## src/rtl/logic_unit_arbiter.sv

```systemverilog
// ---------------------------------------------------------------------------
// logic_unit_arbiter
//
// Purpose:
//   Two-port arbiter/sequencer in front of one shared logic/arithmetic unit
//   (AND, OR, XOR, ADD). It takes one operand pair at a time, grants
//   round-robin under contention, computes and registers the result, then
//   holds it on the winning port's response channel until it is accepted.
//
// Ports:
//   clk, rst_n                 clock (rising edge), async active-low reset
//   reqN_valid / reqN_ready    request handshake, N = 0,1
//   reqN_op                    00 AND, 01 OR, 10 XOR, 11 ADD (mod 2^WIDTH)
//   reqN_a, reqN_b             operands
//   rspN_valid / rspN_ready    response handshake
//   rspN_y                     result (y_q, shared by both ports)
//   busy                       high whenever the FSM is not IDLE
//   rspN_zero                  result-is-zero flag (optional)
//
// Optional feature:
//   LOGIC_ARB_ZERO_FLAG_EN     adds the registered zero flag and the
//                              rsp0_zero / rsp1_zero ports.
// ---------------------------------------------------------------------------
module logic_unit_arbiter #(
    parameter int WIDTH = 32
) (
    input  logic             clk,
    input  logic             rst_n,

    input  logic             req0_valid,
    output logic             req0_ready,
    input  logic [1:0]       req0_op,
    input  logic [WIDTH-1:0] req0_a,
    input  logic [WIDTH-1:0] req0_b,
    output logic             rsp0_valid,
    input  logic             rsp0_ready,
    output logic [WIDTH-1:0] rsp0_y,

    input  logic             req1_valid,
    output logic             req1_ready,
    input  logic [1:0]       req1_op,
    input  logic [WIDTH-1:0] req1_a,
    input  logic [WIDTH-1:0] req1_b,
    output logic             rsp1_valid,
    input  logic             rsp1_ready,
    output logic [WIDTH-1:0] rsp1_y,

    output logic             busy
`ifdef LOGIC_ARB_ZERO_FLAG_EN
    ,
    output logic             rsp0_zero,
    output logic             rsp1_zero
`endif
);

    localparam int NUM_PORTS = 2;

    typedef enum logic [1:0] {
        IDLE = 2'd0,
        EXEC = 2'd1,
        RESP = 2'd2
    } state_t;

    typedef struct packed {
        logic [1:0]       op;
        logic [WIDTH-1:0] a;
        logic [WIDTH-1:0] b;
    } req_t;

    state_t                     r_state, w_state_nxt;
    req_t   [NUM_PORTS-1:0]     w_req;
    req_t                       r_req;
    logic   [NUM_PORTS-1:0]     w_vld;
    logic   [NUM_PORTS-1:0]     w_grant;
    logic   [NUM_PORTS-1:0]     w_rsp_rdy;
    logic   [NUM_PORTS-1:0]     w_rsp_vld;
    logic                       w_sel;
    logic                       w_accept;
    logic                       w_rsp_done;
    logic                       r_port;
    logic                       r_last_grant;
    logic   [WIDTH-1:0]         r_y;
    logic   [WIDTH-1:0]         w_result;

    // Gather the per-port inputs into arrays so the rest is port-indexed.
    assign w_vld     = {req1_valid, req0_valid};
    assign w_rsp_rdy = {rsp1_ready, rsp0_ready};
    assign w_req[0]  = {req0_op, req0_a, req0_b};
    assign w_req[1]  = {req1_op, req1_a, req1_b};

    // Round-robin grant: a lone requester always wins; on contention the
    // port that was not served last wins. r_last_grant = 1 means port 1 was
    // served last, so port 0 takes the first contention after reset.
    assign w_grant[0] = w_vld[0] & (~w_vld[1] | r_last_grant);
    assign w_grant[1] = w_vld[1] & (~w_vld[0] | ~r_last_grant);
    assign w_sel      = w_grant[1];

    assign w_accept   = (r_state == IDLE) & (|w_grant);
    assign req0_ready = (r_state == IDLE) & w_grant[0];
    assign req1_ready = (r_state == IDLE) & w_grant[1];

    assign w_rsp_done = (r_state == RESP) & w_rsp_rdy[r_port];
    assign busy       = (r_state != IDLE);

    // FSM: state register
    always_ff @(posedge clk or negedge rst_n) begin
        if (!rst_n) begin
            r_state <= IDLE;
        end else begin
            r_state <= w_state_nxt;
        end
    end

    // FSM: next state
    always_comb begin
        w_state_nxt = r_state;
        case (r_state)
            IDLE:    if (w_accept)   w_state_nxt = EXEC;
            EXEC:                    w_state_nxt = RESP;
            RESP:    if (w_rsp_done) w_state_nxt = IDLE;
            default:                 w_state_nxt = IDLE;
        endcase
    end

    // Operation unit, fed only from the latched request so operand changes
    // on the request ports after acceptance cannot leak into the result.
    always_comb begin
        w_result = '0;
        case (r_req.op)
            2'b00:   w_result = r_req.a & r_req.b;
            2'b01:   w_result = r_req.a | r_req.b;
            2'b10:   w_result = r_req.a ^ r_req.b;
            default: w_result = r_req.a + r_req.b;  // carry-out dropped
        endcase
    end

    // Request latch, arbitration history and result register
    always_ff @(posedge clk or negedge rst_n) begin
        if (!rst_n) begin
            r_req        <= '0;
            r_port       <= 1'b0;
            r_last_grant <= 1'b1;
            r_y          <= '0;
        end else begin
            if (w_accept) begin
                r_req        <= w_req[w_sel];
                r_port       <= w_sel;
                r_last_grant <= w_sel;
            end
            if (r_state == EXEC) begin
                r_y <= w_result;
            end
        end
    end

    // Response valid goes only to the port that owns the operation.
    for (genvar p = 0; p < NUM_PORTS; p++) begin : g_rsp
        assign w_rsp_vld[p] = (r_state == RESP) & (r_port == 1'(p));
    end

    assign rsp0_valid = w_rsp_vld[0];
    assign rsp1_valid = w_rsp_vld[1];
    assign rsp0_y     = r_y;
    assign rsp1_y     = r_y;

`ifdef LOGIC_ARB_ZERO_FLAG_EN
    logic r_zero;

    // Captured with the result so it is stable for the whole response.
    always_ff @(posedge clk or negedge rst_n) begin
        if (!rst_n) begin
            r_zero <= 1'b1;
        end else if (r_state == EXEC) begin
            r_zero <= (w_result == '0);
        end
    end

    assign rsp0_zero = r_zero;
    assign rsp1_zero = r_zero;
`endif

endmodule
```

## config.mk

```make
export PLATFORM = sky130hd
export DESIGN_NAME = logic_unit_arbiter
export DESIGN_NICKNAME = d
export VERILOG_FILES = /design/src/rtl/logic_unit_arbiter.sv
export SDC_FILE = /design/constraint.sdc
export NUM_CORES = 1
export LEC_CHECK = 0
export ABC_AREA = 1
export CAP_MARGIN = 20
export CELL_PAD_IN_SITES_DETAIL_PLACEMENT = 1
export CELL_PAD_IN_SITES_GLOBAL_PLACEMENT = 1
export CORE_MARGIN = 2
export CORE_UTILIZATION = 35
export CTS_BUF_LIST = sky130_fd_sc_hd__clkbuf_8
export CTS_CLUSTER_SIZE = 30
export DETAILED_ROUTE_END_ITERATION = 7
export PLACE_DENSITY_LB_ADDON = 0.1
export SKIP_CTS_REPAIR_TIMING = 1
export SYNTH_ARGS = -nofsm -noshare
export SYNTH_HDL_FRONTEND = slang
export SYNTH_SLANG_ARGS = --single-unit
```

## constraint.sdc

```tcl
create_clock -name clk -period 3.7 [get_ports clk]
set_input_delay 0.925 -clock clk [delete_from_list [all_inputs] [get_ports clk]]
set_output_delay 0.925 -clock clk [all_outputs]
set_load 0.1 [all_outputs]
```

==> flow_metrics.py, run 1 <==
metrics = {
    "logic_synthesis": {
        "synth_flop_cell": "dfrtp_1",
        "synth-compound-area-share_pct": 14.2,
        "netlist_area_um2": 8200,
        "netlist_instances": 1229,
        "synthSimpleGateAreaFrac_pct": 29.1,
        "yosys_warnings": 0,
        "yosysTopAreaCell": "dfrtp_1",
        "synth_top_area_share_pct": 30.8,
        "synthAdderAreaFrac_pct": 10.0,
        "ys_top_cells_by_area": "dfrtp_1 (31%), nand2_1 (15%), ha_1 (9.8%), inv_1 (8.4%), nand3_1 (7.1%)",
        "synth.avg_cell_area_um2": 6.67,
        "yosysMostFrequentCell": "nand2_1",
        "synth-async-reset-ratio_pct": 100,
        "synth_edf_count": 0,
        "synth_xor_area_share_pct": 1.18,
        "muxShareOfSynthArea_pct": 0,
        "ys_types": 34,
        "synth_top_family_by_area": "simple AND/OR/NAND/NOR gates",
        "synth_seq_cells": 102,
        "synth-seq-area-share_pct": 31.1,
        "synth_commonest_cells": "nand2_1 (317), inv_1 (184), nor2_1 (144)",
        "postSynthNetCount": 1432,
    },
    "setup_path": {
        "crit_path_max_incr_delay_ps": 490,
        "critPathSlowestCell": "clkdlybuf4s50_1",
        "cp_num_buf_inv": 2,
        "crit_required_ps": 2770,
        "setup.worst_path.end_class": "primary output",
        "crit_arrival_ps": 1930,
        "crit_family": "buffers and inverters",
        "crit_chain": "clkdlybuf4s50_1 > nand2_1 > a21oi_2 > buf_12",
        "path_max_fanout": 4,
        "path_class": "input port to primary output",
        "start_kind": "input port",
    },
    "layout": {
        "drive_gt1_share_pct": 7.61,
        "fin_area_um2": 10300,
        "diodes": 0,
        "area_growth_pct": 26.0,
        "fin_nets": 1578,
    },
    "route": {
        "drt-pass1-iter-count": 5,
        "vias": 8522,
        "ant_nets": 0,
        "viasPerCell": 5.02,
        "drc": 0,
        "first_iter_violations": 455,
        "wire_per_inst_um": 17.8,
        "drt-total-wl_um": 30300,
    },
    "clock_network": {
        "cts_sinks": 102,
        "clk_pin_slew_ps": 110,
        "clock_path_buffers": 2,
        "worstSkewPairLatency_ps": 390,
        "cts_buffers": 9,
        "htreeDepth": 3,
        "cts_root_buf": "clkbuf_8",
        "cts_tree": "yes",
    },
    "sta": {
        "finalCriticalPeriod_ps": 2850,
        "setup_violations": 0,
        "tns_ps": 0,
        "hold_viol": 0,
        "rsz0062_at_grt": "false",
        "tightest_slew_ps": 855,
        "clock_skew_ps": 11.7,
        "drv_slew": 0,
        "fmax_mhz": 350,
        "finalCritPeriodShare_pct": 77.1,
        "hold_ws_ps": 523,
        "worst_slack_ps": 847,
        "relSlewSlack_pct": 43.0,
    },
    "grt": {
        "globalRoute.totalOverflow": 0,
        "first_global_vias": 8414,
        "antenna_found_initial": 0,
        "grt_pass1_wl_um": 46900,
        "grtUsageTotal_pct": 24.9,
        "grt_max_degree": 134,
    },
    "place": {
        "place_congestion": 0.879,
        "pre_cts_ws_ps": 853,
        "hpwl_um": 23500,
        "port_buffers": 206,
        "placed_area_um2": 10100,
    },
    "status": {
        "status": "completed",
    },
    "min_path": {
        "min_path_type": "flip-flop to flip-flop",
    },
    "floorplan": {
        "rows": 56,
        "num_io_pins": 207,
        "dieWidth_um": 157,
        "dieArea_um2": 24700,
        "die_h_um": 157,
        "core_um2": 23300,
        "initial_utilization_pct": 35.2,
    },
    "run": {
        "drv_cap": 0,
    },
}
## flip-flops by register name, indices dropped and copies added, names as in the netlist
register / flops
rsp0_y: 32
r_state: 2
r_port: 1
r_req: 66
r_last_grant: 1
## metrics by stage
step                util, %  std cells
floorplan                 -       1229
global placement       43.6       1683
detailed placement     43.6       1683
CTS                    44.4       1698
global route           44.4       1698
finish                 44.4       1698
## routing by layer
layer | global-route usage [%] | vias to the layer above | share of wire (%)
met4 | 3.94 | 0 | 0.72
met2 | 37.1 | 213 | 42
met5 | 0 | - | 0
met1 | 37.2 | 4068 | 51
met3 | 5.64 | 15 | 6.4
li1 | - | 4226 | -
## layout make-up
type	count	area [um^2]
repair buffers	218	2010
fillers	3077	12900
flip-flops and latches	102	2550
clock inverters	5	56.3
clock buffers	10	138
well taps	319	399
inverters	188	707
multi-input cells	856	4470
## layout by cell type (no fill, tap or decap), types with 2 or more instances in the layout
cell and n:
a211oi_1 20, a21oi_1 50, a221oi_1 3, a31oi_1 72, buf_12 3, buf_4 79
clkbuf_8 10, clkdlybuf4s50_1 135, clkinv_1 3, clkinv_2 2, dfrtp_1 101, ha_1 64
inv_1 185, inv_6 2, nand2_1 315, nand2_2 3, nand3_1 116, nand3b_1 2
nand4_1 3, nor2_1 144, nor2_2 2, nor3_1 3, o21ai_0 14, o21bai_1 3
o221ai_1 3, o22ai_1 23, xor2_1 10
## worst register-to-register path, delay by kind of cell, from the launching register on
kind	cells	cell delay, ps
flip-flops	1	440
adder cells (fa/ha/maj)	2	800
AO/OA/AOI/OAI	1	130
AND/OR/NAND/NOR	8	1000
## worst paths after layout
check	startpoint	endpoint	slack (ps)	cells after the start
max	req0_valid	req0_ready	850	4
min	rsp0_y[2]	rsp0_y[2]	520	2
max reg2reg	r_req[0]	rsp0_y[20]	1260	11
min reg2reg	rsp0_y[2]	rsp0_y[2]	520	2
max in group asynchronous	rst_n	r_last_grant	2170	2
min in group asynchronous	rst_n	r_req[1]	620	1
## logic make-up after synthesis
kind of cell / Yosys count
buffers and inverters: 271
AO/OA/AOI/OAI: 191
AND/OR/NAND/NOR: 589
XOR/XNOR: 11
adder cells (fa/ha/maj): 65
flip-flops: 102
Power of run 1 is left out: the tool's default activity adds up to more than one toggle a clock period on the data nets, which glitch-free logic cannot reach.
==> run 2: changes to the inputs <==
- clock period: 3.7 -> 2.65 ns (I/O delays scaled with it)
==> run 2 against run 1 <==
  * Count of clock-buffer cells in the layout decreased by 1
  * Die area is the same
  * Via count up 0.28%
  * Cell count increased by 0.71%
  * Hold slack worse by 310 ps
  * Non-clock buffer count up 11
  * Global-route usage grew 0.38 points
  * Critical endpoint is now rsp0_y[20]
  * Worst setup slack got worse by 550 ps
  * Clock skew increased by 9.0 ps
  * First-iteration DRC count grew 1.3%
==> flow_metrics.py, run 2 (synthesized netlist as in run 1, its figures left out) <==
metrics = {
    "sta": {
        "hold_viol": 0,
        "tightest_slew_ps": 781,
        "fmax_mhz": 425,
        "clock_skew_ps": 20.7,
        "rsz0062_at_grt": "false",
        "setup_violations": 0,
        "relSlewSlack_pct": 47.6,
        "finalCritPeriodShare_pct": 88.8,
        "tns_ps": 0,
        "finalCriticalPeriod_ps": 2350,
        "drv_slew": 0,
    },
    "route": {
        "drt-total-wl_um": 30700,
        "vias": 8546,
        "viasPerCell": 5.00,
        "drt-pass1-iter-count": 5,
        "ant_nets": 0,
        "drc": 0,
        "first_iter_violations": 461,
        "wire_per_inst_um": 18.0,
    },
    "grt": {
        "grt_pass1_wl_um": 48000,
        "use_met3_pct": 5.73,
        "grtUsageTotal_pct": 25.3,
        "grt_max_degree": 77,
        "globalRoute.totalOverflow": 0,
        "gr-max-usage-layer": "met1",
        "grt_use_met1_pct": 37.8,
        "antenna_found_initial": 1,
        "first_global_vias": 8625,
        "grt_use_met2_pct": 37.4,
    },
    "layout": {
        "fillers": 3079,
        "final_common_cell": "nand2_1",
        "largest_register_ffs": 66,
        "diodes": 0,
        "top_register": "r_req",
        "drive_gt1_share_pct": 8.41,
        "final_cell_mix": "nand2_1 (315), inv_1 (185), nor2_1 (144)",
        "area_growth_pct": 27.7,
        "fin_nets": 1589,
    },
    "place": {
        "port_buffers": 206,
        "hpwl_um": 24200,
        "place_congestion": 0.935,
    },
    "clock_network": {
        "clk_pin_slew_ps": 130,
        "worstSkewPairLatency_ps": 400,
        "clock_path_buffers": 2,
        "cts_sinks": 102,
        "cts_buffers": 9,
        "cts_root_buf": "clkbuf_8",
        "cts_tree": "yes",
        "htreeDepth": 3,
    },
    "setup_path": {
        "path_class": "flip-flop to flip-flop",
        "crit_required_ps": 2990,
        "start_kind": "flip-flop",
        "setup.worst_path.end_class": "flip-flop",
        "path_max_fanout": 4,
        "crit_arrival_ps": 2690,
    },
    "floorplan": {
        "dieArea_um2": 24700,
        "initial_utilization_pct": 35.2,
        "dieWidth_um": 157,
        "core_um2": 23300,
        "die_h_um": 157,
        "num_io_pins": 207,
        "rows": 56,
    },
    "min_path": {
        "min_path_type": "input port to asynchronous set/reset pin",
    },
    "status": {
        "status": "completed",
    },
    "run": {
        "drv_cap": 0,
    },
}
-- run 2: per-layer routing --
| layer | up-vias | share of wire, % |
|---|---|---|
| li1 | 4253 | - |
| met1 | 4035 | 51 |
| met2 | 233 | 41 |
| met3 | 23 | 6.4 |
| met4 | 2 | 1.0 |
| met5 | - | 0.042 |
-- run 2: worst paths after layout --
| path | startpoint | endpoint | slack, ps | depth (start not counted) |
|---|---|---|---|---|
| setup reg to reg | r_req[0] | rsp0_y[20] | 300 | 11 |
| max in group asynchronous | rst_n | rsp0_y[12] | 1700 | 2 |
| setup / recovery | r_req[0] | rsp0_y[20] | 300 | 11 |
| min in group clk | rsp0_y[2] | rsp0_y[2] | 530 | 2 |
| hold / removal | rst_n | r_req[3] | 210 | 1 |
| hold reg to reg | rsp0_y[2] | rsp0_y[2] | 530 | 2 |
-- run 2: stage by stage --
| stage | hold slack [ps] | util, % | cell area, um^2 | setup slack (ps) | std cells |
|---|---|---|---|---|---|
| final | 211 | 45.0 | 10500 | 296 | 1710 |
| after global routing | 228 | 45.0 | 10500 | 200 | 1710 |
| after CTS | 221 | 45.0 | 10500 | 301 | 1710 |
| after detailed placement | 503 | 44.2 | 10300 | 301 | 1694 |
| after global placement | 497 | 44.2 | 10300 | 325 | 1694 |
| after floorplan | 367 | - | 8200 | 178 | 1229 |
-- run 2: final cells by class --
type                            instances  area [um^2]  share of cell area, %
Timing Repair Buffer                  229         2140                   20.5
Sequential cell                       102         2550                   24.4
Tap cell                              319          399                   3.81
Multi-Input combinational cell        856         4480                   42.7
Clock inverter                          7         71.3                  0.681
Inverter                              188          707                   6.75
Clock buffer                            9          124                   1.18
-- run 2: critical path, stage by stage (launching register included) --
cell     delay, ps
dfrtp_1        420
ha_1           250
fa_1           440
nand3_1        120
nand3_1        200
nand3_1        130
nand3_1        200
nand3_1        200
nand2_1         70
nand2_1         60
nand3_1         70
a21oi_1        130
Power of run 2 is left out for the same reason.
==> run 3: changes to the inputs <==
- RECOVER_POWER: default -> 100
==> run 3 against run 2 <==
  * The flow now finishes with violations (max-capacitance violations, max-slew violations)
  * Non-clock buffer count unchanged
  * Worst setup slack got worse by 110 ps
  * Clock skew fell by 2.2 ps
  * Critical path depth is 7 lower
  * Maximum frequency shrank 4.6%
  * Hold slack better by 310 ps
  * Design area shrank 2.0%
  * Routed wire length barely moved
  * Count of clock-buffer cells in the layout is the same
  * Largest cell class unchanged
  * Highest routed layer unchanged
==> flow_metrics.py, run 3 (synthesized netlist as in run 1, its figures left out) <==
metrics = {
    "status": {
        "status": "complete, but fails checks",
        "violations": "max-capacitance violations, max-slew violations",
    },
    "sta": {
        "clock_skew_ps": 18.5,
        "fmax_mhz": 405,
        "setup_violations": 0,
        "hold_viol": 0,
        "drv_slew": 66,
        "tightest_slew_ps": 2180,
        "tns_ps": 0,
        "relSlewSlack_pct": -45.6,
        "rsz0062_at_grt": "false",
        "finalCritPeriodShare_pct": 93.1,
        "finalCriticalPeriod_ps": 2470,
        "hold_ws_ps": 522,
    },
    "clock_network": {
        "worstSkewPairLatency_ps": 400,
        "clock_path_buffers": 2,
        "htreeDepth": 3,
        "cts_buffers": 9,
        "cts_root_buf": "clkbuf_8",
        "cts_sinks": 102,
        "clk_pin_slew_ps": 130,
        "cts_tree": "yes",
    },
    "route": {
        "wire_per_inst_um": 18.0,
        "drt-pass1-iter-count": 6,
        "drc": 0,
        "viasPerCell": 4.98,
        "first_iter_violations": 437,
        "vias": 8512,
        "ant_nets": 0,
        "drt-total-wl_um": 30700,
    },
    "place": {
        "hpwl_um": 24200,
        "port_buffers": 206,
        "place_congestion": 0.935,
    },
    "floorplan": {
        "num_io_pins": 207,
        "dieWidth_um": 157,
        "rows": 56,
        "initial_utilization_pct": 35.2,
        "core_um2": 23300,
        "die_h_um": 157,
        "dieArea_um2": 24700,
    },
    "layout": {
        "final_common_cell": "nand2_1",
        "drive_gt1_share_pct": 6.69,
        "area_growth_pct": 25.2,
        "fin_nets": 1589,
        "diodes": 0,
        "top_register": "r_req",
        "largest_register_ffs": 66,
        "final_cell_mix": "nand2_1 (315), inv_1 (185), nor2_1 (145)",
    },
    "grt": {
        "grt_pass1_wl_um": 48000,
        "antenna_found_initial": 1,
        "grt_max_degree": 77,
        "grtUsageTotal_pct": 25.3,
        "globalRoute.totalOverflow": 0,
        "first_global_vias": 8625,
    },
    "min_path": {
        "min_path_type": "flip-flop to flip-flop",
    },
    "setup_path": {
        "crit_chain": "clkdlybuf4s50_1 > nand2_1 > a21oi_1 > buf_12",
        "crit_arrival_ps": 1810,
        "path_class": "input port to primary output",
        "crit_required_ps": 1990,
        "path_max_fanout": 4,
        "critPathSlowestCell": "clkdlybuf4s50_1",
        "start_kind": "input port",
        "setup.worst_path.end_class": "primary output",
        "crit_path_max_incr_delay_ps": 500,
    },
    "run": {
        "drv_cap": 2,
    },
}
[run 3: worst paths after layout]
check / start / endpoint / slack, ps / depth (start not counted)
setup reg to reg: r_state[1] / rsp0_y[13] / 270 / 5
hold / removal: rsp0_y[2] / rsp0_y[2] / 520 / 2
hold reg to reg: rsp0_y[2] / rsp0_y[2] / 520 / 2
max in group asynchronous: rst_n / rsp0_y[12] / 470 / 2
min in group asynchronous: rst_n / r_req[3] / 880 / 1
setup / recovery: req0_valid / req0_ready / 180 / 4
[run 3: critical path, delay by kind of cell]
kind / cells / cell delay [ps]
buf+inv: 2 / 730
compound gates: 1 / 350
simple gates: 1 / 70
[run 3: stage by stage]
step / worst slack (ps) / util (%) / instance area, um^2 / std cells
final: 182 / 44.1 / 10300 / 1710
after global routing: 119 / 44.1 / 10300 / 1710
after CTS: 301 / 45.0 / 10500 / 1710
after detailed placement: 301 / 44.2 / 10300 / 1694
after global placement: 325 / 44.2 / 10300 / 1694
after floorplan: 178 / - / 8200 / 1229
[run 3: per-layer routing]
layer | part of all wire [%] | GRT usage (%)
met3 | 6.4 | 5.73
met2 | 41 | 37.4
met1 | 51 | 37.8
met5 | 0.042 | 0
met4 | 1.1 | 4.55
[run 3: area by class of cell]
cell class / count / area (um^2)
clock buffer: 9 / 124
clock inverter: 7 / 71.3
fill: 3099 / 13000
inverter: 188 / 707
multi-input combinational: 856 / 4470
sequential: 102 / 2550
tap: 319 / 399
timing repair buffer: 229 / 1940
Power of run 3 is left out for the same reason.
